===== src/rtl/capture_controller.sv =====
// Command decoder and capture sequencer for a logic-analyser front end: holds trigger/sampling
// config, runs the arm/trigger/post-trigger-delay capture flow and streams the 4-byte device ID.
module capture_controller (
    input  logic        i_clk,
    input  logic        i_rst_n,
    input  logic        i_cmd_recieved,
    input  logic [7:0]  i_opcode,
    input  logic [31:0] i_command,
    input  logic        i_sample_valid,
    input  logic        i_trigger_hit,
    input  logic        i_tx_busy,
    output logic [31:0] o_trig_mask,
    output logic [31:0] o_trig_value,
    output logic [23:0] o_divider,
    output logic [15:0] o_read_count,
    output logic [15:0] o_delay_count,
    output logic        o_capture_run,
    output logic        o_capture_done,
    output logic        o_tx_start,
    output logic [7:0]  o_tx_data
);

    typedef enum logic [2:0] {
        StIdle  = 3'd0,
        StArmed = 3'd1,
        StDelay = 3'd2,
        StDone  = 3'd3,
        StIdTx  = 3'd4
    } state_t;

    localparam logic [7:0] OpReset   = 8'h00;
    localparam logic [7:0] OpArm     = 8'h01;
    localparam logic [7:0] OpId      = 8'h02;
    localparam logic [7:0] OpDivider = 8'h80;
    localparam logic [7:0] OpCounts  = 8'h81;
    localparam logic [7:0] OpMask    = 8'hC0;
    localparam logic [7:0] OpValue   = 8'hC1;

    state_t      r_state;
    logic [31:0] r_trig_mask;
    logic [31:0] r_trig_value;
    logic [23:0] r_divider;
    logic [15:0] r_read_count;
    logic [15:0] r_delay_count;
    logic [15:0] r_delay_cnt;
    logic        r_capture_run;
    logic        r_capture_done;
    logic        r_tx_start;
    logic        r_tx_hold;
    logic [7:0]  r_tx_data;
    logic [2:0]  r_id_idx;

    logic        w_reset_cmd;
    logic [7:0]  w_id_byte;

    assign w_reset_cmd = i_cmd_recieved && (i_opcode == OpReset);

    always_comb begin
        w_id_byte = 8'h31;
        case (r_id_idx[1:0])
            2'd0:    w_id_byte = 8'h31;
            2'd1:    w_id_byte = 8'h41;
            2'd2:    w_id_byte = 8'h4C;
            default: w_id_byte = 8'h53;
        endcase
    end

    always_ff @(posedge i_clk or negedge i_rst_n) begin
        if (!i_rst_n) begin
            r_state        <= StIdle;
            r_trig_mask    <= 32'h0;
            r_trig_value   <= 32'h0;
            r_divider      <= 24'h0;
            r_read_count   <= 16'h0;
            r_delay_count  <= 16'h0;
            r_delay_cnt    <= 16'h0;
            r_capture_run  <= 1'b0;
            r_capture_done <= 1'b0;
            r_tx_start     <= 1'b0;
            r_tx_hold      <= 1'b0;
            r_tx_data      <= 8'h00;
            r_id_idx       <= 3'd0;
        end else begin
            r_capture_done <= 1'b0;
            r_tx_start     <= 1'b0;
            // Reset opcode beats every state transition, including a same-cycle trigger
            if (w_reset_cmd) begin
                r_state       <= StIdle;
                r_delay_cnt   <= 16'h0;
                r_capture_run <= 1'b0;
                r_tx_hold     <= 1'b0;
            end else begin
                case (r_state)
                    StIdle: begin
                        if (i_cmd_recieved) begin
                            case (i_opcode)
                                OpMask:    r_trig_mask  <= i_command;
                                OpValue:   r_trig_value <= i_command;
                                OpDivider: r_divider    <= i_command[23:0];
                                OpCounts: begin
                                    r_read_count  <= i_command[31:16];
                                    r_delay_count <= i_command[15:0];
                                end
                                OpArm: begin
                                    r_state       <= StArmed;
                                    r_capture_run <= 1'b1;
                                end
                                OpId: begin
                                    r_state   <= StIdTx;
                                    r_id_idx  <= 3'd0;
                                    r_tx_hold <= 1'b0;
                                end
                                default: ;
                            endcase
                        end
                    end
                    StArmed: begin
                        if (i_sample_valid && i_trigger_hit) begin
                            r_state     <= StDelay;
                            r_delay_cnt <= 16'h0;
                        end
                    end
                    StDelay: begin
                        // Equality is tested before incrementing, so the counter never wraps
                        if (r_delay_cnt == r_delay_count) begin
                            r_state        <= StDone;
                            r_capture_run  <= 1'b0;
                            r_capture_done <= 1'b1;
                        end else if (i_sample_valid) begin
                            r_delay_cnt <= r_delay_cnt + 16'd1;
                        end
                    end
                    StDone: begin
                        r_state <= StIdle;
                    end
                    StIdTx: begin
                        // Busy is not yet valid the cycle after a pulse; skip it
                        if (r_tx_start) begin
                            r_tx_hold <= 1'b1;
                        end else if (r_tx_hold) begin
                            r_tx_hold <= 1'b0;
                        end else if (!i_tx_busy) begin
                            if (r_id_idx == 3'd4) begin
                                r_state <= StIdle;
                            end else begin
                                r_tx_start <= 1'b1;
                                r_tx_data  <= w_id_byte;
                                r_id_idx   <= r_id_idx + 3'd1;
                            end
                        end
                    end
                    default: begin
                        r_state       <= StIdle;
                        r_capture_run <= 1'b0;
                        r_tx_hold     <= 1'b0;
                    end
                endcase
            end
        end
    end

    assign o_trig_mask    = r_trig_mask;
    assign o_trig_value   = r_trig_value;
    assign o_divider      = r_divider;
    assign o_read_count   = r_read_count;
    assign o_delay_count  = r_delay_count;
    assign o_capture_run  = r_capture_run;
    assign o_capture_done = r_capture_done;
    assign o_tx_start     = r_tx_start;
    assign o_tx_data      = r_tx_data;

endmodule


===== config.mk =====
export PLATFORM = sky130hd
export DESIGN_NAME = capture_controller
export DESIGN_NICKNAME = d
export VERILOG_FILES = /design/src/rtl/capture_controller.sv
export SDC_FILE = /design/constraint.sdc
export NUM_CORES = 1
export LEC_CHECK = 0
export CORE_UTILIZATION = 40
export CTS_CLUSTER_SIZE = 8
export DETAILED_ROUTE_END_ITERATION = 16
export GPL_TIMING_DRIVEN = 0
export PLACE_DENSITY = 0.79
export SYNTH_ARGS = -nofsm -noshare
export SYNTH_HDL_FRONTEND = slang
export SYNTH_SLANG_ARGS = --single-unit

===== constraint.sdc =====
create_clock -name i_clk -period 2.7 [get_ports i_clk]
set_input_delay 0.54 -clock i_clk [delete_from_list [all_inputs] [get_ports i_clk]]
set_output_delay 0.54 -clock i_clk [all_outputs]
set_load 0.05 [all_outputs]

==> PnR_summary.wiki <==
{| class="wikitable"
! Metric !! Value
|-
| Status || finished clean
|-
| Number of antenna diodes || 0
|-
| Maximum resistive drop on vdd || 0.000488 V
|-
| Leakage power summed over all cells || 4.33 nW
|-
| Number of global-route vias before repair || 5258
|-
| CP Data Required Time || 2.97 ns
|-
| Worst clock skew || 0.0140 ns
|-
| Largest net degree at the start of global routing || 82
|-
| CTS sink count || 152
|-
| Placer Congestion || 0.892
|-
| Highest-count cells in the layout ignoring fill and taps || 173 x clkdlybuf4s50_1, 152 x dfrtp_1, 118 x mux2_2, 26 x nand2_1, 22 x nand3_1
|-
| Total of max-cap violations || 0
|-
| Number of detailed-route iterations in the first pass || 4
|-
| Full die area || 0.0174 sq mm
|-
| Data arrival time of the critical path || 2.73 ns
|-
| Final HPWL DP || 12700 um
|-
| Internal cell power || 0.00471 W
|-
| Setup ws final || 0.240 ns
|-
| Unrepaired setup endpoints after global routing || no
|-
| Worst Path Max Fanout || 8
|-
| Num CTS Buffers || 17
|-
| Switching share of power || 0.341
|-
| Sequential share of the synthesized area || 0.563
|-
| Busiest layer in global routing || met2
|-
| Starting DRC count in detailed routing || 223
|-
| H-tree depth || 4
|-
| Layout Area Growth over Synthesis || 39.2%
|-
| Hold_buf cts || 0
|-
| Antenna violation net count after detailed routing || 0
|-
| Sum of internal, switching and leakage power || 0.00715 W
|-
| Per-cell routed wire length || 18.5 um
|-
| Register cell area after layout || 0.00380 sq mm
|-
| Share of layout cells above drive strength 1 || 0.262
|-
| GR met2 Demand/Resource || 0.353
|-
| Routed wire length || 17500 um
|-
| Worst hold margin || 0.139 ns
|-
| Startpoint types || primary input
|-
| Post-CTS Repair Setup Buffers || 0
|-
| Total area of multi-input combinational cells || 0.00274 sq mm
|-
| Sum of overflow across all layers after global routing || 0
|-
| Number of vias per cell after detailed routing || 5.25
|-
| Number of setup violations in the final report || 0
|-
| Capturing element type of the critical path || flip-flop
|-
| Number of filler cells placed in the layout || 1278
|-
| Net switching power figure || 0.00244 W
|-
| Post-Synthesis Mean Instance Area || 13.0 sq um
|-
| Count of cells resized by post-cts repair || 0
|-
| Total nets after synthesis || 572
|-
| Row cnt || 47
|-
| Fraction of the cycle the final worst path needs || 0.911
|-
| Floorplan die width || 132 um
|-
| Remaining max-slew budget at the tightest pin || 0.449
|-
| Count of distinct cell types in the synthesized netlist || 61
|-
| Global-route usage over all layers || 0.210
|-
| Count of warnings emitted by yosys || 0
|-
| Initial antenna violation count || 0
|-
| Share of synthesized registers carrying an async set or reset || 1.00
|-
| Sequential fraction of design power || 0.385
|-
| Core Area || 0.0165 sq mm
|-
| Power density of the placed cells || 761 mW/mm^2
|-
| # IOs || 177
|-
| Most used flip-flop cell after synthesis || dfrtp_1
|-
| Clock input transition at the sequential cells of the worst setup and hold paths || 0.06 ns
|-
| Worst Max-Slew Pin Slew || 0.819 ns
|-
| Worst hold path type || in2async
|-
| Worst slack after detailed placement || -0.171 ns
|-
| Number of max-slew violations in the final report || 0
|-
| Later-pin clock latency in the skew report || 0.42 ns
|-
| Final Hold Vio Count || 0
|-
| Leading cell type in the layout, fill and taps excluded || clkdlybuf4s50_1
|-
| Total via count after detailed routing || 4967
|-
| Routing usage on met1 || 0.240
|-
| Highest clock rate || 407 MHz
|-
| Number of nets in the layout || 766
|-
| Combinational fraction of design power || 0.274
|-
| Clock group share of total power || 0.341
|-
| Global-route wire length before repair || 28400 um
|-
| Number of enable flip-flop cells after synthesis || 0
|-
| Final min period || 2.46 ns
|-
| Port-buffer cells || 174
|-
| Starting utilization of the core area || 0.408
|-
| M3 GR Usage || 0.0834
|-
| Post-Syn Area || 0.00675 sq mm
|-
| Chip height || 132 um
|-
| Clock tree from TritonCTS || done
|-
| Clock Path Buffers || 2
|-
| Clock root buffer || clkbuf_16
|-
| Post-synthesis sequential element count || 152
|-
| Post-synthesis cell count || 519
|-
| Number of remaining DRC errors || 0
|-
| Worst setup path class || in2reg
|}
## final timing paths
| kind | endpoint | startpoint | cells past startpoint | slack, ns |
|---|---|---|---|---|
| hold reg to reg | o_tx_data[0] | o_tx_data[0] | 2 | 0.48 |
| min in group i_clk | o_tx_data[0] | o_tx_data[0] | 2 | 0.48 |
| setup reg to reg | o_delay_count[14] | r_state[0] | 6 | 0.36 |
| hold / removal | o_trig_value[30] | i_rst_n | 1 | 0.14 |
| setup / recovery | r_delay_cnt[11] | i_opcode[0] | 6 | 0.24 |
| max in group asynchronous | o_trig_mask[14] | i_rst_n | 2 | 1.74 |
## routing by layer
layer,wire (um),part of all wire
met4,338,0.019
met1,6830,0.39
met2,8850,0.51
met3,1500,0.086
met5,0,0
## logic make-up after synthesis
kind of cell	Yosys count	synth area share
DFF	152	0.563
muxes	126	0.210
and+or+nand+nor	125	0.107
AOI/OAI and AO/OA	49	0.0530
buffers and inverters	42	0.0311
xor gates and xnor gates	17	0.0221
adders and majority gates	7	0.0130
other	1	0.000556
## Yosys cell counts (6+ instances only)
| cell | count | area share |
|---|---|---|
| mux2_2 | 118 | 0.20 |
| xor2_1 | 16 | 0.021 |
| nor3_1 | 7 | 0.0052 |
| dfrtp_1 | 152 | 0.56 |
| nand3_1 | 22 | 0.016 |
| inv_1 | 13 | 0.0072 |
| ha_1 | 7 | 0.013 |
| buf_2 | 17 | 0.013 |
| mux2_1 | 6 | 0.010 |
| o21ai_0 | 7 | 0.0052 |
| nand2_1 | 26 | 0.014 |
| nor2_1 | 15 | 0.0083 |
| a21oi_1 | 9 | 0.0067 |
| o211ai_1 | 8 | 0.0089 |
| or4_1 | 7 | 0.0078 |
| nand4_1 | 11 | 0.010 |
| buf_4 | 6 | 0.0067 |
## sequential cells by signal, indices dropped and copies added, names as in the netlist
name,count
o_divider,24
r_state,3
r_tx_hold,1
o_read_count,16
r_delay_cnt,16
o_tx_start,1
o_tx_data,6
o_trig_value,32
o_trig_mask,32
o_capture_run,1
o_capture_done,1
r_id_idx,3
o_delay_count,16
## through the flow
stage | util | cell area [sq um] | TNS, ns | cells
floorplan | - | 6750 | 0 | 519
global placement | 0.531 | 8770 | -724.35 | 913
detailed placement | 0.532 | 8800 | -12.13 | 914
CTS | 0.569 | 9400 | 0 | 946
global route | 0.569 | 9400 | 0 | 946
finish | 0.569 | 9400 | 0 | 946
## critical path: stages
cell,delay [ns]
clkdlybuf4s50_1,0.55
or4_4,0.64
nor3_4,0.31
nor2_1,0.11
a2111oi_0,0.50
a21oi_1,0.08
## layout make-up
cell class / instances / share of cell area
clock inverter: 12 / 0.0176
multi-input combinational: 325 / 0.291
timing repair buffer: 175 / 0.188
tap: 220 / 0.0293
sequential: 152 / 0.405
inverter: 13 / 0.00519
buffer: 29 / 0.0172
clock buffer: 20 / 0.0465
## power by group through the flow
stage / Sequential (W) / Combinational, W / Clock, W
after floorplan: 0.00320 / 0.000832 / 0
after global placement: 0.00277 / 0.00190 / 0
after detailed placement: 0.00279 / 0.00194 / 0
after CTS: 0.00275 / 0.00196 / 0.00248
after global routing: 0.00279 / 0.00209 / 0.00257
final: 0.00275 / 0.00196 / 0.00244
Note: power is estimated with default switching activity, not from simulation.
==> RTL change 1 (config.mk and constraints unchanged) <==
Add an input register stage for `i_cmd_recieved`, `i_opcode`, `i_command`, `i_sample_valid`, `i_trigger_hit` and `i_tx_busy`, with the module's reset; this delays them by one clock.
--- a/src/rtl/capture_controller.sv
+++ b/src/rtl/capture_controller.sv
@@ -37,4 +37,29 @@
     localparam logic [7:0] OpValue   = 8'hC1;
 
+    logic i_cmd_recieved_q;
+    logic [7:0] i_opcode_q;
+    logic [31:0] i_command_q;
+    logic i_sample_valid_q;
+    logic i_trigger_hit_q;
+    logic i_tx_busy_q;
+
+    always_ff @(posedge i_clk or negedge i_rst_n) begin
+        if (!i_rst_n) begin
+            i_cmd_recieved_q <= '0;
+            i_opcode_q       <= '0;
+            i_command_q      <= '0;
+            i_sample_valid_q <= '0;
+            i_trigger_hit_q  <= '0;
+            i_tx_busy_q      <= '0;
+        end else begin
+            i_cmd_recieved_q <= i_cmd_recieved;
+            i_opcode_q       <= i_opcode;
+            i_command_q      <= i_command;
+            i_sample_valid_q <= i_sample_valid;
+            i_trigger_hit_q  <= i_trigger_hit;
+            i_tx_busy_q      <= i_tx_busy;
+        end
+    end
+
     state_t      r_state;
     logic [31:0] r_trig_mask;
@@ -54,5 +79,5 @@
     logic [7:0]  w_id_byte;
 
-    assign w_reset_cmd = i_cmd_recieved && (i_opcode == OpReset);
+    assign w_reset_cmd = i_cmd_recieved_q && (i_opcode_q == OpReset);
 
     always_comb begin
@@ -93,12 +118,12 @@
                 case (r_state)
                     StIdle: begin
-                        if (i_cmd_recieved) begin
-                            case (i_opcode)
-                                OpMask:    r_trig_mask  <= i_command;
-                                OpValue:   r_trig_value <= i_command;
-                                OpDivider: r_divider    <= i_command[23:0];
+                        if (i_cmd_recieved_q) begin
+                            case (i_opcode_q)
+                                OpMask:    r_trig_mask  <= i_command_q;
+                                OpValue:   r_trig_value <= i_command_q;
+                                OpDivider: r_divider    <= i_command_q[23:0];
                                 OpCounts: begin
-                                    r_read_count  <= i_command[31:16];
-                                    r_delay_count <= i_command[15:0];
+                                    r_read_count  <= i_command_q[31:16];
+                                    r_delay_count <= i_command_q[15:0];
                                 end
                                 OpArm: begin
@@ -116,5 +141,5 @@
                     end
                     StArmed: begin
-                        if (i_sample_valid && i_trigger_hit) begin
+                        if (i_sample_valid_q && i_trigger_hit_q) begin
                             r_state     <= StDelay;
                             r_delay_cnt <= 16'h0;
@@ -127,5 +152,5 @@
                             r_capture_run  <= 1'b0;
                             r_capture_done <= 1'b1;
-                        end else if (i_sample_valid) begin
+                        end else if (i_sample_valid_q) begin
                             r_delay_cnt <= r_delay_cnt + 16'd1;
                         end
@@ -140,5 +165,5 @@
                         end else if (r_tx_hold) begin
                             r_tx_hold <= 1'b0;
-                        end else if (!i_tx_busy) begin
+                        end else if (!i_tx_busy_q) begin
                             if (r_id_idx == 3'd4) begin
                                 r_state <= StIdle;
Function: changed (a bounded check fails within 4 cycles, from zero or initial values and one cycle with i_rst_n low).
==> RTL change 1 against the unedited design <==
Routed wire length is 0.61% lower. Fmax is 5.2% lower. Power is 3.4% lower. Utilization is 1.7 points lower. Critical endpoint is now o_trig_mask[16]. Synthesized area is 13% higher. Synthesized cell count is 0.58% higher. Combinational power is 38% lower. Sequential cell count is 44 higher. Register-to-register slack worse by 0.25 ns. Worst setup slack worse by 0.13 ns. Clock power is 2% higher. Cell area is 9.9% higher. Sequential share of layout area is 7.0 points higher. Highest routed layer unchanged.
==> RTL change 1: results (changes against the unedited design) <==
status:
  outcome: "complete, no violations"  # unchanged
power:
  p_leak_uw: 0.00464  # was 0.00433 µW
  ir_worst_vdd_uv: 428  # was 488 µV
  p_sw_share_pct: 29.9  # was 34.1%
  p_comb_share_pct: 17.5  # was 27.4%
  clock_power_uw: 2480  # was 2440 µW
drt:
  met1Wirelength_mm: 7.50  # was 6.83 mm
  drt_iter0_markers: 318  # was 223
  avgRoutedWirePerCell_um: 18.1  # was 18.5 µm
  via_per_inst: 5.16  # was 5.25
  met3_length_mm: 1.17  # was 1.50 mm
global_route:
  grt_pass1_vias: 5100  # was 5258
  grt_max_degree: 109  # was 82
  grt.total_usage_pct: 18.5  # was 21.0%
  grt_pass1_wl_mm: 28.0  # was 28.4 mm
  grt_use_met2_pct: 29.9  # was 35.3%
  grt_use_met1_pct: 23.2  # was 24.0%
logic_synthesis:
  synth_compound_area_share_pct: 5.43  # was 5.30%
  synth.area.mux_share_pct: 18.6  # was 21.0%
  ys_types: 50  # was 61
  synthTopCellsByCount: "196 x dfrtp_1, 121 x mux2_2, 18 x clkbuf_1, 16 x xnor2_1, 13 x nor2_1"  # was 152 x dfrtp_1, 118 x mux2_2, 26 x nand2_1, 22 x nand3_1, 17 x buf_2
  synth_xor_area_share_pct: 1.83  # was 2.21%
  synth_seq_area_share_pct: 64.1  # was 56.3%
  syn_nets: 575  # was 572
  synth_area_leaders: "dfrtp_1 64%, mux2_2 18%, xnor2_1 1.8%, ha_1 1.1%, clkbuf_1 0.88%"  # was dfrtp_1 56%, mux2_2 20%, xor2_1 2.1%, nand3_1 1.6%, nand2_1 1.4%
  synth_adder_area_share_pct: 1.14  # was 1.30%
placement:
  port_buffers: 175  # was 174
  routabilityCongestion: 0.883  # was 0.892
  dpl.hpwl_mm: 12.1  # was 12.7 mm
  postPlaceCellArea_um2: 9730  # was 8800 µm²
  dp_slack_ns: -0.0341  # was -0.171 ns
sta:
  finClkSkew_ns: 0.00818  # was 0.0140 ns
  tightest_slew_ns: 0.796  # was 0.819 ns
cells_and_area:
  nNetsFinal: 770  # was 766
  layout-drive-gt1-share_pct: 24.2  # was 26.2%
clocking:
  clock_latency_ns: 0.42  # about the same
setup_path:
  worstPathArrival_ns: 2.90  # was 2.73 ns
  critPathMaxFanout: 10  # was 8
## RTL change 1: cell types whose count changed in the layout (fill, tap and decap cells not counted), sizes merged, moves of 8 or more
cell	delta
xnor2	+15
nand2	-16
dfrtp	+44
nand3	-11
buf	-13
xor2	-16
clkbuf	+10
or4	-8
## RTL change 1: what timing repair did
item,4_1_cts,5_1_grt
endpoints found under the setup margin,17,47
hold buffers,0,0
buffers inserted,0,0
gates cloned,0,0
resized for setup,1,9
## RTL change 1: path summary, 6_finish.rpt
kind,startpoint,to,slack (ns),depth (start not counted)
worst max register to register,i_opcode_q[3],o_trig_mask[16],0.11,5
worst min-delay path,i_rst_n,o_divider[8],0.12,1
worst max-delay path,i_opcode_q[3],o_trig_mask[16],0.11,5
max in group asynchronous,i_rst_n,o_trig_mask[11],1.64,2
min in group i_clk,o_read_count[4],o_read_count[4],0.49,1
worst min register to register,o_read_count[4],o_read_count[4],0.49,1
## RTL change 1: layout make-up
type | count | area [µm²]
clock inverters | 14 | 145
flip-flops and latches | 196 | 4900
inverters | 12 | 45.0
multi-input cells | 286 | 2570
fillers | 1543 | 8380
clock buffers | 18 | 439
repair buffers | 176 | 1780
plain buffers | 28 | 140
well taps | 234 | 293
## RTL change 1: worst max-delay path, stage by stage (launching register included)
cell and delay, ns:
dfrtp_1 0.38, or4_4 0.58, nor4_4 0.31, nand4b_1 0.40, buf_1 0.44, mux2_2 0.37
## RTL change 1: metrics by stage
stage	util [%]	setup TNS, ns	power (µW)	instances
finish	55.2	0	6910	964
floorplan	-	0	3990	522
global placement	51.8	-1387.68	4450	931
detailed placement	52.0	-0.242	4470	932
CTS	55.2	0	6990	964
global route	55.2	-0.132	7200	964
==> RTL change 2 (same settings) <==
Without the edit above. Change the localparam `OpDivider` from 8'h80 to 8'h60.
--- a/src/rtl/capture_controller.sv
+++ b/src/rtl/capture_controller.sv
@@ -32,5 +32,5 @@
     localparam logic [7:0] OpArm     = 8'h01;
     localparam logic [7:0] OpId      = 8'h02;
-    localparam logic [7:0] OpDivider = 8'h80;
+    localparam logic [7:0] OpDivider = 8'h60;
     localparam logic [7:0] OpCounts  = 8'h81;
     localparam logic [7:0] OpMask    = 8'hC0;
Check against the original RTL: not equivalent (a bounded check fails within 4 cycles, from zero or initial values and one cycle with i_rst_n low).
==> RTL change 2 against the unedited design <==
Fmax fell by 3.5%. Synthesized area fell by 2.6%. Power fell by 7.2%. Clock power fell by 3%. Worst setup slack got worse by 0.088 ns. Utilization rose by 1.2 points. Die area fell by 2.5%. Hold slack improved by 0.027 ns. Routed wire length rose by 0.43%. Sequential cell count did not move. Critical path depth did not move. Cell area fell by 1.5%. First-iteration DRC count fell by 2.2%. Critical path type unchanged. Highest routed layer unchanged.
==> RTL change 2: results (changes against the unedited design) <==
logic_synthesis:
  synthTopCellsByCount: "152 x dfrtp_1, 123 x mux2_2, 21 x nand2_1, 17 x xor2_1, 13 x o21ai_0"  # was 152 x dfrtp_1, 118 x mux2_2, 26 x nand2_1, 22 x nand3_1, 17 x buf_2
  syn_nets: 546  # was 572
  synth_ff_type: "dfrtp_1"  # unchanged
  synth_area_leaders: "dfrtp_1 58%, mux2_2 21%, xor2_1 2.3%, ha_1 1.3%, nand2_1 1.2%"  # was dfrtp_1 56%, mux2_2 20%, xor2_1 2.1%, nand3_1 1.6%, nand2_1 1.4%
  synth_seq_area_share_pct: 57.8  # was 56.3%
  ys_types: 57  # was 61
cells_and_area:
  nNetsFinal: 742  # was 766
  layout-drive-gt1-share_pct: 25.5  # was 26.2%
  final_util_pct: 58.1  # was 56.9%
drt:
  drt_iter0_markers: 218  # was 223
  avgRoutedWirePerCell_um: 19.2  # was 18.5 µm
  via_per_inst: 5.24  # was 5.25
power:
  p_leak_uw: 0.00431  # was 0.00433 µW
  intPower_uw: 4480  # was 4710 µW
  ir_worst_vdd_uv: 497  # was 488 µV
clocking:
  cts.htree.levels: 4  # unchanged
setup_path:
  start_kind: "input port"  # unchanged
  critPathMaxFanout: 10  # was 8
  r2r_end: "o_trig_value[7]"  # was o_delay_count[14]
  timing.rr.start: "r_state[0]"  # unchanged
  reg2regPathDepth: 5  # was 6
  reg2reg_slack_ns: 0.33  # was 0.36 ns
placement:
  dpl.hpwl_mm: 12.7  # about the same
  port_buffers: 175  # was 174
  dp_slack_ns: -0.738  # was -0.171 ns
  routabilityCongestion: 0.860  # was 0.892
floorplan:
  die_w_um: 130  # was 132 µm
global_route:
  grt_max_degree: 84  # was 82
  grt_pass1_vias: 4973  # was 5258
  grt_pass1_wl_mm: 27.4  # was 28.4 mm
  antenna_found_initial: 0  # unchanged
  grt.total_usage_pct: 21.7  # was 21.0%
sta:
  tightest_slew_ns: 0.806  # was 0.819 ns
  finClkSkew_ns: 0.00986  # was 0.0140 ns
  whs_ns: 0.166  # was 0.139 ns
status:
  outcome: "complete, no violations"  # unchanged
==> RTL change 2: cell types whose count changed after synthesis, sizes merged, moves of 5 or more <==
cell | unedited run | this run
nor2 | 18 | 11
buf | 24 | 10
and2 | 1 | 6
o21ai | 7 | 15
clkbuf | 5 | 12
a21oi | 10 | 2
nand3 | 22 | 12
nand4 | 11 | 6
nand2 | 27 | 21
==> RTL change 2: logic make-up (layout without fill, tap and decap cells) <==
| family | Yosys count | in the layout | share of synthesized area (%) |
|---|---|---|---|
| other cells | 1 | 1 | 0.0570 |
| compound gates | 58 | 58 | 6.49 |
| xor+xnor | 17 | 17 | 2.26 |
| simple gates | 102 | 102 | 8.79 |
| flops | 152 | 152 | 57.8 |
| buf+inv | 32 | 241 | 2.04 |
| fa+ha+maj | 7 | 7 | 1.33 |
| mux | 124 | 124 | 21.2 |
==> RTL change 2: power groups by stage <==
stage          Sequential (µW)  Combinational (µW)  Clock, µW
6_report                  2700                1570       2370
5_1_grt                   2730                1680       2500
4_1_cts                   2690                1570       2400
3_5_place_dp              2730                1550          0
3_3_place_gp              2720                1510          0
2_1_floorplan             3080                 597          0
==> RTL change 2: critical path, cell delays in order <==
cell             delay [ns]
clkdlybuf4s50_1        0.49
nor3_1                 0.35
nand4_1                0.23
nor2_1                 0.46
clkbuf_2               0.40
mux2_2                 0.37
==> RTL change 2: layer usage <==
layer	track usage, %	wire length [µm]	vias to the layer above
li1	-	-	2196
met1	26.2	7170	2421
met2	35.5	8540	165
met3	7.79	1520	24
met4	8.41	369	0
met5	0	0	-
==> RTL change 2: area by class of cell <==
class | instances | area, µm²
sequential | 152 | 3800
buffer | 22 | 103
clock inverter | 11 | 136
inverter | 10 | 37.5
multi-input combinational | 309 | 2670
timing repair buffer | 177 | 1790
tap | 216 | 270
clock buffer | 21 | 450
fill | 1307 | 6690
==> RTL change 2: worst max path at each step <==
stage / start / end / slack [ns] / depth (start not counted)
2_1_floorplan: i_opcode[5] / r_id_idx[2] / 0.40 / 5
4_1_cts: i_opcode[1] / o_trig_value[9] / 0.01 / 6
3_3_place_gp: i_rst_n / r_id_idx[1] / -4.79 / 1
6_report: i_opcode[1] / o_trig_value[7] / 0.15 / 6
3_5_place_dp: i_opcode[1] / o_read_count[0] / -0.74 / 6
5_1_grt: i_opcode[1] / o_trig_value[1] / 0.007 / 6
==> RTL change 2: metrics by stage <==
stage,setup TNS [ns],cell area (µm²),power [µW],instances
2_1_floorplan,0,6580,3670,493
3_3_place_gp,-786.30,8600,4230,884
3_5_place_dp,-62.44,8630,4290,885
4_1_cts,0,9230,6660,917
5_1_grt,0,9260,6910,918
6_report,0,9260,6640,918
==> RTL change 2: what timing repair did <==
item	CTS	global route
pin swaps	0	1
endpoints found under the setup margin	65	114
gates resized for setup	2	12
setup buffers	0	1
